File: src/rtl/mem_dm_access_ctrl.sv
// MEM-stage data-memory access sequencer: alignment check, lane steering,
// req/ack handshake with timeout, load extension and fault merging.
module mem_dm_access_ctrl #(
  parameter int unsigned TIMEOUT_CYC = 64,
  parameter int unsigned CNT_W       = 7
) (
  input  logic        clk,
  input  logic        rst_n,
  input  logic [8:0]  in_except,
  input  logic        memread,
  input  logic        memwrite,
  input  logic [31:0] in_add,
  input  logic        full,
  input  logic        half,
  input  logic        byte_acc,
  input  logic        ld_unsigned,
  input  logic [31:0] st_data,
  input  logic        pipe_hold,
  output logic        dm_req,
  output logic        dm_we,
  output logic [31:0] dm_addr,
  output logic [3:0]  dm_be,
  output logic [31:0] dm_wdata,
  input  logic        dm_ack,
  input  logic [31:0] dm_rdata,
  output logic [31:0] ld_data,
  output logic        stall,
  output logic [8:0]  out_except,
  output logic        dm_timeout
);

  localparam logic [CNT_W-1:0] CNT_LAST = CNT_W'(TIMEOUT_CYC - 1);

  typedef enum logic [1:0] {
    S_IDLE = 2'd0,
    S_REQ  = 2'd1,
    S_DONE = 2'd2
  } state_t;

  typedef enum logic [1:0] {
    SZ_WORD = 2'd0,
    SZ_HALF = 2'd1,
    SZ_BYTE = 2'd2
  } size_t;

  state_t            state_q, state_d;
  size_t             size_c, size_q;
  logic              misalign_c, mem_op_c, no_exc_c, acc_c, mis_fault_c;
  logic [3:0]        be_c;
  logic [31:0]       wdata_c, ld_ext_c;
  logic [1:0]        lane_q;
  logic              uns_q, load_q, we_q;
  logic [1:0]        fault_q;   // {load fault, store fault}
  logic [CNT_W-1:0]  cnt_q;
  logic [7:0]        ld_byte_c;
  logic [15:0]       ld_half_c;

  // Access size decode (full > half > byte, none means word) and launch qualification
  always_comb begin
    size_c = SZ_WORD;
    if (full)          size_c = SZ_WORD;
    else if (half)     size_c = SZ_HALF;
    else if (byte_acc) size_c = SZ_BYTE;
    misalign_c  = (full & (in_add[1:0] != 2'b00)) | (~full & half & in_add[0]);
    mem_op_c    = memread | memwrite;
    no_exc_c    = (in_except == 9'd0);
    acc_c       = mem_op_c & no_exc_c & ~misalign_c;
    mis_fault_c = mem_op_c & no_exc_c & misalign_c;
  end

  // Byte enables and lane-replicated store data for the launching access
  always_comb begin
    be_c    = 4'b1111;
    wdata_c = st_data;
    unique case (size_c)
      SZ_BYTE: begin
        be_c    = 4'b0001 << in_add[1:0];
        wdata_c = {4{st_data[7:0]}};
      end
      SZ_HALF: begin
        be_c    = in_add[1] ? 4'b1100 : 4'b0011;
        wdata_c = {2{st_data[15:0]}};
      end
      default: begin
        be_c    = 4'b1111;
        wdata_c = st_data;
      end
    endcase
  end

  // Lane extraction and sign/zero extension of the returned read word
  always_comb begin
    ld_byte_c = dm_rdata[7:0];
    unique case (lane_q)
      2'd0:    ld_byte_c = dm_rdata[7:0];
      2'd1:    ld_byte_c = dm_rdata[15:8];
      2'd2:    ld_byte_c = dm_rdata[23:16];
      default: ld_byte_c = dm_rdata[31:24];
    endcase
    ld_half_c = lane_q[1] ? dm_rdata[31:16] : dm_rdata[15:0];
    unique case (size_q)
      SZ_BYTE: ld_ext_c = {{24{~uns_q & ld_byte_c[7]}}, ld_byte_c};
      SZ_HALF: ld_ext_c = {{16{~uns_q & ld_half_c[15]}}, ld_half_c};
      default: ld_ext_c = dm_rdata;
    endcase
  end

  // State register
  always_ff @(posedge clk) begin
    if (!rst_n) state_q <= S_IDLE;
    else        state_q <= state_d;
  end

  // Next-state logic; DONE never relaunches, so a held access cannot double issue
  always_comb begin
    state_d = state_q;
    unique case (state_q)
      S_IDLE: if (acc_c) state_d = S_REQ;
      S_REQ:  if (dm_ack || (cnt_q == CNT_LAST)) state_d = S_DONE;
      S_DONE: if (!pipe_hold) state_d = S_IDLE;
      default: state_d = S_IDLE;
    endcase
  end

  // Handshake, stall and exception outputs
  always_comb begin
    dm_req     = 1'b0;
    stall      = 1'b0;
    out_except = in_except;
    unique case (state_q)
      S_IDLE: begin
        stall = acc_c;
        if (mis_fault_c) begin
          if (memread) out_except[2] = 1'b1;
          else         out_except[1] = 1'b1;
        end
      end
      S_REQ: begin
        dm_req = 1'b1;
        stall  = 1'b1;
      end
      S_DONE: begin
        out_except[2] = in_except[2] | fault_q[1];
        out_except[1] = in_except[1] | fault_q[0];
      end
      default: ;
    endcase
    dm_we = dm_req & we_q;
  end

  // Access latch, timeout counter, load result and fault capture
  always_ff @(posedge clk) begin
    if (!rst_n) begin
      dm_addr    <= 32'd0;
      dm_be      <= 4'd0;
      dm_wdata   <= 32'd0;
      ld_data    <= 32'd0;
      dm_timeout <= 1'b0;
      size_q     <= SZ_WORD;
      lane_q     <= 2'd0;
      uns_q      <= 1'b0;
      load_q     <= 1'b0;
      we_q       <= 1'b0;
      fault_q    <= 2'd0;
      cnt_q      <= '0;
    end else begin
      dm_timeout <= 1'b0;
      unique case (state_q)
        S_IDLE: begin
          cnt_q <= '0;
          if (acc_c) begin
            dm_addr  <= {in_add[31:2], 2'b00};
            dm_be    <= be_c;
            dm_wdata <= wdata_c;
            size_q   <= size_c;
            lane_q   <= in_add[1:0];
            uns_q    <= ld_unsigned;
            load_q   <= memread;
            we_q     <= memwrite & ~memread;
            fault_q  <= 2'd0;
          end
        end
        S_REQ: begin
          cnt_q <= cnt_q + CNT_W'(1);
          if (dm_ack) begin
            if (load_q) ld_data <= ld_ext_c;
          end else if (cnt_q == CNT_LAST) begin
            dm_timeout <= 1'b1;
            fault_q    <= load_q ? 2'b10 : 2'b01;
          end
        end
        default: cnt_q <= '0;
      endcase
    end
  end

endmodule

File: config.mk
export PLATFORM = sky130hd
export DESIGN_NAME = mem_dm_access_ctrl
export DESIGN_NICKNAME = d
export VERILOG_FILES = /design/src/rtl/mem_dm_access_ctrl.sv
export SDC_FILE = /design/constraint.sdc
export NUM_CORES = 1
export LEC_CHECK = 0
export ABC_AREA = 1
export BUFFER_PORTS_ARGS = -buffer_cell sky130_fd_sc_hd__buf_2
export CORE_MARGIN = 5
export CORE_UTILIZATION = 30
export CTS_CLUSTER_DIAMETER = 100
export DETAILED_ROUTE_END_ITERATION = 6
export HOLD_SLACK_MARGIN = 0.08
export PLACE_DENSITY_LB_ADDON = 0.12
export SLEW_MARGIN = 15
export SYNTH_ARGS = -nofsm -noshare
export SYNTH_HDL_FRONTEND = slang
export SYNTH_SLANG_ARGS = --single-unit
File: constraint.sdc
create_clock -name clk -period 3.2 [get_ports clk]
set_input_delay 0.16 -clock clk [delete_from_list [all_inputs] [get_ports clk]]
set_output_delay 0.16 -clock clk [all_outputs]
set_load 0.02 [all_outputs]
==> metrics.txt <==
Worst path max stage delay=0.79 ns; Rows=49; Initial Utilization=0.305; port bufs=225; Critical Path AT=2.66 ns; worst vdd ir=0.000345 V; routed vias=6,076; unrepaired setup endpoints after global routing=no; crit path capture type=flip-flop; Synth warnings=0; Root Buffer Master=clkbuf_16; CTS tree=built; vias in the first global route=6,381; Iter 0 DRT Violations=189; R2R Path Start=state_q[0]$_SDFFE_PN0P_; Detailed Routing Iterations Pass 1=4; DRC Markers=0; Syn Area/Cell=6.98 um2; Final setup viols=0; Worst EP required=3.48 ns; GP Congestion=0.825; Synth-to-Final Area Change=49.5%; DIE WIDTH=145 um; Int Pwr=2.89 mW; num ports=228; synthesized instance count=786; headroom to the max-slew limit=0.376; Gate power share=0.083; Clock Latency Late Sink=0.42 ns; crit-path cells=dlygate4sd3_1, buf_2, nand2_1, nand2_1, o21ai_2, nand4_2, inv_2, a21oi_1; final worst path period share=0.744; antenna violations before repair=1; first-pass GRT wire length=32,600 um; EDFF count, synth=0; hpwl dp=13,500 um; Power Dens Cells=456 mW/mm2; gr usage total=0.186; Flop pwr share=0.390; max-cap violations=0; clock buffer depth=2; Synth Flop Type=dfxtp_1; Final Max Tran Viols=0; Crit path depth=8; setup_tns=0 ns; antenna-violating nets left=0; largest net degree at the start of global routing=96; share of layout cells above drive strength 1=0.258; hold violation total from the final report=0; Post-synth ARST share=0; post-layout util=0.457; Post-CTS Resized=0; clock power share=0.527; Num Clock Sinks=117; Top Usage Layer GRT=met2; Worst setup SP type=input port; post-synthesis sequential area ratio=0.427; FF+latch count, synth=117; die area=0.0211 mm2; number of CTS-inserted buffers=17; placed cell count=1,196; Core Footprint=0.0180 mm2; Fin Clk Skew=0.00838 ns; FF-to-FF path depth=5; final WL=19,600 um; sw power=0.850 mW; clock-pin slew on the worst setup and hold paths=0.06 ns; met1 usage=0.233; crit path from=in_add[1]; global route overflow=0; Max Freq=420 MHz; maximum fanout along the worst path=35; Worst Slack Setup Final=0.819 ns; DR WL/cell=14.8 um; Die Ht=145 um; total power=3.74 mW; GR Util met3=0.0539; status=completed; WP buf/inv=3; cell mode on critical path=nand2_1; Hold Path Origin=dm_rdata[16]; antenna cells=0; Cell variety after synth=30; area of the mapped netlist=0.00549 mm2; Finished Layout Cells=1,320; Top delay family on crit path=buffers and inverters; number of H-tree levels=4; vias per cell=4.60; Setup CP Type=in2reg; LEAKAGE=4.10 nW; Hold/Removal Path Class=in2reg; Final Critical Period=2.38 ns; grt met2 use=0.314; nets=1,196; CP max-delay cell=nand4_2; Cells on Worst Hold Path=3; switching share of power=0.227; Slew @ Worst Pin=0.933 ns; post-place setup slack=0.827 ns
-- worst register-to-register path: stages, from the launching register on --
cell and delay (ns):
dfxtp_1 0.33, nor2_2 0.10, buf_4 0.21, nand4_2 0.75, inv_2 0.65, a21oi_1 0.13
-- layer usage --
| layer | share of wire | vias to the layer above |
|---|---|---|
| met2 | 0.48 | 163 |
| met1 | 0.45 | 2731 |
| met3 | 0.055 | 21 |
| met5 | 0.00066 | - |
| li1 | - | 3159 |
| met4 | 0.011 | 2 |
-- stage by stage --
stage               instance area [um2]  hold slack (ns)
CTS                                8200           0.0815
detailed placement                 6670            0.395
global route                       8200            0.127
floorplan                          5490            0.298
finish                             8200            0.103
global placement                   6670            0.393
-- what timing repair did --
item,4_1_cts,5_1_grt
endpoints found under the hold margin,88,0
setup buffers,0,0
hold buffers,92,0
-- kinds of logic after synthesis --
family	share of synthesized area
and+or+nand+nor	0.248
adders and majority gates	0.00684
DFF	0.427
xor gates and xnor gates	0.00160
AOI/OAI and AO/OA	0.193
buffers and inverters	0.109
other	0.000684
muxes	0.0146
-- path summary, 6_finish.rpt --
check | slack (ns) | to
worst min-delay path | 0.10 | ld_data[16]$_SDFFE_PN0P_
worst min register to register | 0.44 | dm_wdata[3]$_SDFFE_PN0P_
worst max register to register | 0.91 | dm_wdata[9]$_SDFFE_PN0P_
worst max-delay path | 0.82 | dm_wdata[9]$_SDFFE_PN0P_
-- cell usage in the layout, fill, tap and decap left out, types with 2 or more instances in the layout --
cell	n
buf_2	225
nand2_1	181
dfxtp_1	117
a21oi_1	106
dlygate4sd3_1	92
inv_1	72
o21ai_0	69
nor2_1	57
nand3_1	37
nor3_1	31
clkbuf_16	17
o211ai_1	14
o21ai_1	10
buf_4	9
mux2i_1	8
nand3b_1	5
clkinvlp_4	5
nor2_2	4
o21ai_2	3
inv_2	3
ha_1	3
bufinv_16	3
nand2_2	2
nor2_4	2
clkinv_1	2
conb_1	2
clkbuf_1	2
clkbuf_8	2
-- power groups by stage --
stage	combinational (mW)	clock, mW	sequential, mW
6_report	0.310	1.97	1.46
2_1_floorplan	0.105	0	1.49
3_3_place_gp	0.220	0	1.49
5_1_grt	0.340	2.10	1.46
3_5_place_dp	0.218	0	1.49
4_1_cts	0.309	2.03	1.46
-- cell usage after synthesis (10+ instances only) --
cell,count,area (um2)
o21ai_0,69,345
o21ai_1,10,50.1
a21oi_1,106,531
dfxtp_1,117,2340
nand3_1,37,185
nand2_1,181,679
nor3_1,31,155
nor2_1,57,214
buf_4,18,135
inv_1,72,270
o211ai_1,14,105
clkbuf_1,21,78.8
buf_2,12,60.1
-- cell type report --
type | instances | area [um2]
Tap cell | 229 | 287
Clock inverter | 11 | 150
Multi-Input combinational cell | 538 | 2550
Clock buffer | 21 | 460
Timing Repair Buffer | 326 | 2110
Sequential cell | 117 | 2340
Fill cell | 1892 | 9760
Inverter | 78 | 295
-- state kept, by name, summed over array words and instances, names as in the netlist, 2 cells and up --
| register | count |
|---|---|
| cnt_q | 7 |
| dm_addr | 30 |
| dm_be | 4 |
| dm_wdata | 32 |
| fault_q | 2 |
| lane_q | 2 |
| ld_data | 32 |
| size_q | 2 |
| state_q | 2 |
(Power assumes the default switching activity.)
